===== config.mk =====
export PLATFORM = sky130hd
export DESIGN_NAME = wide_add_sequencer
export DESIGN_NICKNAME = d
export VERILOG_FILES = /design/src/rtl/wide_add_sequencer.sv
export SDC_FILE = /design/constraint.sdc
export NUM_CORES = 1
export LEC_CHECK = 0
export BUFFER_PORTS_ARGS = -buffer_cell sky130_fd_sc_hd__clkbuf_2
export CAP_MARGIN = 20
export CORE_MARGIN = 2
export CORE_UTILIZATION = 50
export DETAILED_ROUTE_END_ITERATION = 12
export PLACE_DENSITY_LB_ADDON = 0.3
export SETUP_SLACK_MARGIN = 0.3
export SLEW_MARGIN = 20
export SYNTH_ARGS = -nofsm -noshare
export SYNTH_HDL_FRONTEND = slang
export SYNTH_SLANG_ARGS = --single-unit

===== constraint.sdc =====
create_clock -name clk -period 2.9 [get_ports clk]
set_clock_uncertainty 0.1 [all_clocks]
set_input_delay 0 -clock clk [delete_from_list [all_inputs] [get_ports clk]]
set_output_delay 0 -clock clk [all_outputs]
set_load 0.05 [all_outputs]

===== src/rtl/wide_add_sequencer.sv =====
// Sequences a 4*NIBBLES-bit addition through an external registered 4-bit adder,
// one nibble per phase, least-significant slice first, with a start/done handshake.
module wide_add_sequencer #(
    parameter int NIBBLES = 4,
    parameter int ADD_LAT = 2
) (
    input  logic                 clk,
    input  logic                 rst,
    input  logic                 start,
    input  logic [4*NIBBLES-1:0] a,
    input  logic [4*NIBBLES-1:0] b,
    input  logic                 cin,
    output logic                 busy,
    output logic                 done,
    output logic [4*NIBBLES-1:0] result,
    output logic                 cout,
    output logic                 ovf,
    output logic [3:0]           add_a,
    output logic [3:0]           add_b,
    output logic                 add_cin,
    input  logic [3:0]           add_sum,
    input  logic                 add_cout
);

    localparam int W  = 4 * NIBBLES;
    localparam int IW = (NIBBLES > 1) ? $clog2(NIBBLES) : 1;
    localparam int CW = $clog2(ADD_LAT + 1);

    typedef enum logic [1:0] {IDLE, RUN, DONE} state_t;

    state_t          state, state_nx;
    logic [IW-1:0]   idx;
    logic [CW-1:0]   cnt;
    logic [W-1:0]    a_sh, b_sh;
    logic            a_msb, b_msb;
    logic            accept, phase_end, last_slice;

    always_comb begin
        accept     = start && (state != RUN);
        phase_end  = (state == RUN) && (cnt == CW'(ADD_LAT));
        last_slice = (idx == IW'(NIBBLES - 1));
        busy       = (state == RUN);
        done       = (state == DONE);
    end

    always_ff @(posedge clk) begin
        if (rst) state <= IDLE;
        else     state <= state_nx;
    end

    always_comb begin
        state_nx = state;
        case (state)
            IDLE:    if (start) state_nx = RUN;
            RUN:     if (phase_end && last_slice) state_nx = DONE;
            DONE:    state_nx = start ? RUN : IDLE;
            default: state_nx = IDLE;
        endcase
    end

    // Operands are kept pre-shifted so the next slice is always in the low nibble.
    always_ff @(posedge clk) begin
        if (rst) begin
            idx     <= '0;
            cnt     <= '0;
            a_sh    <= '0;
            b_sh    <= '0;
            a_msb   <= 1'b0;
            b_msb   <= 1'b0;
            result  <= '0;
            cout    <= 1'b0;
            ovf     <= 1'b0;
            add_a   <= '0;
            add_b   <= '0;
            add_cin <= 1'b0;
        end else if (accept) begin
            a_sh    <= a >> 4;
            b_sh    <= b >> 4;
            a_msb   <= a[W-1];
            b_msb   <= b[W-1];
            add_a   <= a[3:0];
            add_b   <= b[3:0];
            add_cin <= cin;
            idx     <= '0;
            cnt     <= '0;
        end else if (state == RUN) begin
            if (!phase_end) begin
                cnt <= cnt + CW'(1);
            end else begin
                for (int unsigned s = 0; s < NIBBLES; s++) begin
                    if (idx == IW'(s)) result[4*s +: 4] <= add_sum;
                end
                if (last_slice) begin
                    cout    <= add_cout;
                    ovf     <= (a_msb == b_msb) && (add_sum[3] != a_msb);
                    add_a   <= '0;
                    add_b   <= '0;
                    add_cin <= 1'b0;
                end else begin
                    idx     <= idx + IW'(1);
                    cnt     <= '0;
                    add_a   <= a_sh[3:0];
                    add_b   <= b_sh[3:0];
                    add_cin <= add_cout;
                    a_sh    <= a_sh >> 4;
                    b_sh    <= b_sh >> 4;
                end
            end
        end else begin
            add_a   <= '0;
            add_b   <= '0;
            add_cin <= 1'b0;
        end
    end

endmodule


==> results_dict.tcl <==
set metrics [dict create \
    start_util 0.5155 \
    yosysTopAreaCellShare 0.4884 \
    synth-seq-cells 59 \
    io_pins 70 \
    clk_latency_ns 0.33 \
    antenna_found_initial 0 \
    io_buffer_count 69 \
    final_hold_viol_count 0 \
    power.density_mw_per_mm2 542.6 \
    yosysSeqAreaShare 0.4884 \
    tightest_slew_ns 1.065 \
    core_area_sq_mm 0.004692 \
    dr.pass1.iters 4 \
    root_buffer "clkbuf_8" \
    fp-row-count 25 \
    worstPathMaxFanout 16 \
    ys_warn_count 0 \
    synth_top_cell_by_area "dfxtp_1" \
    postCtsHoldBufs 39 \
    nets 444 \
    async_reset_ff_frac 0 \
    synth_ff_type "dfxtp_1" \
    synth_common_cells "59 x dfxtp_1, 52 x nand2_1, 46 x a21oi_1, 33 x nor2_1, 25 x nand3_1" \
    dp_hpwl_microns 3610 \
    synth_area_sq_mm 0.002419 \
    layout_setup_ws_ns 0.8527 \
    cp-start-kind "flop" \
    p_leak_nw 1.382 \
    fp.dieH_microns 73.55 \
    synth_most_common_cell "dfxtp_1" \
    diodes 0 \
    vias_per_cell 5.284 \
    critPathSlowestCell "and2_1" \
    cts_setup_buffers 0 \
    holdWs_ns 0.2584 \
    place_ws_ns 0.8790 \
    crit_start "idx[0]" \
    min_from "rst" \
    wl_per_cell_microns 13.00 \
    synth-edff-count 0 \
    cts_resized 0 \
    setup_tns_ns 0 \
    maxCapViolCount 0 \
    synth_area_leaders "dfxtp_1 49%, a21oi_1 9.5%, nand2_1 8.1%" \
    syn-num-nets 345 \
    fillers 395 \
    wl_microns 5941 \
    end_kind "flop" \
    dieArea_sq_mm 0.005410 \
    cts_buffers 9 \
    drtIter0Drc 123 \
    syn_to_final_growth_pct 36.32 \
    chipWidth_microns 73.55 \
    clock.fmax_mhz 488.4 \
    drv_slew 0 \
    grt_pass1_wl_microns 9646 \
    vias 2415 \
    required_ns 3.03 \
    max_stage_delay_ns 0.49 \
    period_minus_slack_ns 2.047 \
    setup_viol 0 \
    fin_crit_sh 0.7060 \
    cts.htree.levels 3 \
    cts_tree "built" \
    place_area_sq_mm 0.002734 \
    syn_avg_cell_area_sq_um 8.089 \
    grt_pass1_vias 2195 \
    rsz0062_at_grt "false" \
    grt_util_all_layers 0.2314 \
    cts_buffer_depth 2 \
    ant_nets 0 \
    clk_pin_slew_ns 0.06 \
    syn_inst 299 \
    globalplace.congestion 0.7536 \
    drive_above_1_share 0.2109 \
    worstReg2RegStart "idx[0]" \
    cp_cell_sequence "ha_1, nor3b_1, buf_4, and2_1, a21oi_1, a211oi_1" \
    drc 0 \
    hold_path_class "in -> reg" \
    vdd_drop_max_v 0.0003620 \
    relSlewSlack 0.2903 \
    status "complete, no violations" \
    arrival_ns 2.17 \
    cts_sinks 59 \
    grt_remaining_overflow 0 \
    grt_max_degree 60 \
    crit_type "reg -> reg" \
    ys_types 24 \
    final_area_sq_mm 0.003297 \
    power.total_w 0.001789 \
]
cells by family after synthesis:
family          synth area share
mux                     0.004139
flops                     0.4884
fa+ha+maj                0.02587
simple gates              0.2421
xor+xnor                0.003622
buf+inv                  0.05277
compound gates            0.1831
routing by layer:
layer,up-vias,share of wire,wire (microns),global-route usage
met1,1097,0.48,2830,0.3013
met5,-,0,0,0
met3,15,0.044,264,0.05761
met2,70,0.45,2694,0.3581
met4,0,0.025,151,0.1111
li1,1233,-,-,-
critical path, delay by kind of cell (launching register included):
kind	cells	cell delay, ns
buffers and inverters	1	0.20
and+or+nand+nor	2	0.67
adders and majority gates	1	0.21
DFF	1	0.35
AOI/OAI and AO/OA	2	0.41
flip-flops by register name, indices dropped and copies added, names as in the netlist:
| name | count |
|---|---|
| result | 16 |
| a_sh | 12 |
| b_sh | 12 |
| add_a | 4 |
| add_b | 4 |
| cnt | 2 |
| idx | 2 |
| state | 2 |
| a_msb | 1 |
| add_cin | 1 |
| b_msb | 1 |
| cout | 1 |
| ovf | 1 |
final cells by class:
| cell class | count | area [sq um] | share of cell area |
|---|---|---|---|
| flip-flops and latches | 59 | 1181 | 0.3583 |
| multi-input cells | 214 | 1110 | 0.3366 |
| repair buffers | 110 | 750.7 | 0.2277 |
| clock buffers | 14 | 162.7 | 0.04934 |
| well taps | 54 | 67.56 | 0.02049 |
| inverters | 4 | 15.01 | 0.004554 |
| clock inverters | 2 | 10.01 | 0.003036 |
per-stage QoR:
| stage | utilization | std cells |
|---|---|---|
| 2_1_floorplan | - | 299 |
| 3_3_place_gp | 0.5827 | 402 |
| 3_5_place_dp | 0.5827 | 402 |
| 4_1_cts | 0.7027 | 457 |
| 5_1_grt | 0.7027 | 457 |
| 6_report | 0.7027 | 457 |
path summary, 6_finish.rpt:
path                end  slack [ns]  cells after the start
max             a_sh[5]        0.85                      6
min            state[0]        0.26                      2
max reg2reg     a_sh[5]        0.85                      6
min reg2reg  result[11]        0.35                      2
where the power goes:
| part | total, W | internal, W | switching (W) |
|---|---|---|---|
| Clock | 0.000652 | 0.000355 | 0.000297 |
| Sequential | 0.000876 | 0.000853 | 0.0000232 |
| Combinational | 0.000260 | 0.000108 | 0.000152 |
placed cells by master, fill, tap and decap left out, drive strengths merged:
| cell type | Yosys | routed |
|---|---|---|
| a211oi | 16 | 16 |
| a21oi | 46 | 46 |
| a221oi | 9 | 9 |
| a311oi | 1 | 1 |
| and2 | 2 | 2 |
| and3 | 1 | 1 |
| and4bb | 1 | 1 |
| buf | 12 | 3 |
| clkbuf | 10 | 82 |
| clkinv | 0 | 2 |
| dfxtp | 59 | 59 |
| dlygate4sd3 | 0 | 39 |
| ha | 5 | 5 |
| inv | 4 | 4 |
| mux2i | 1 | 1 |
| nand2 | 52 | 52 |
| nand2b | 2 | 2 |
| nand3 | 25 | 25 |
| nor2 | 33 | 33 |
| nor2b | 4 | 4 |
| nor3 | 13 | 13 |
| nor3b | 1 | 1 |
| o21ai | 1 | 1 |
| xnor2 | 1 | 1 |
Power figures use the tool's default switching activity.
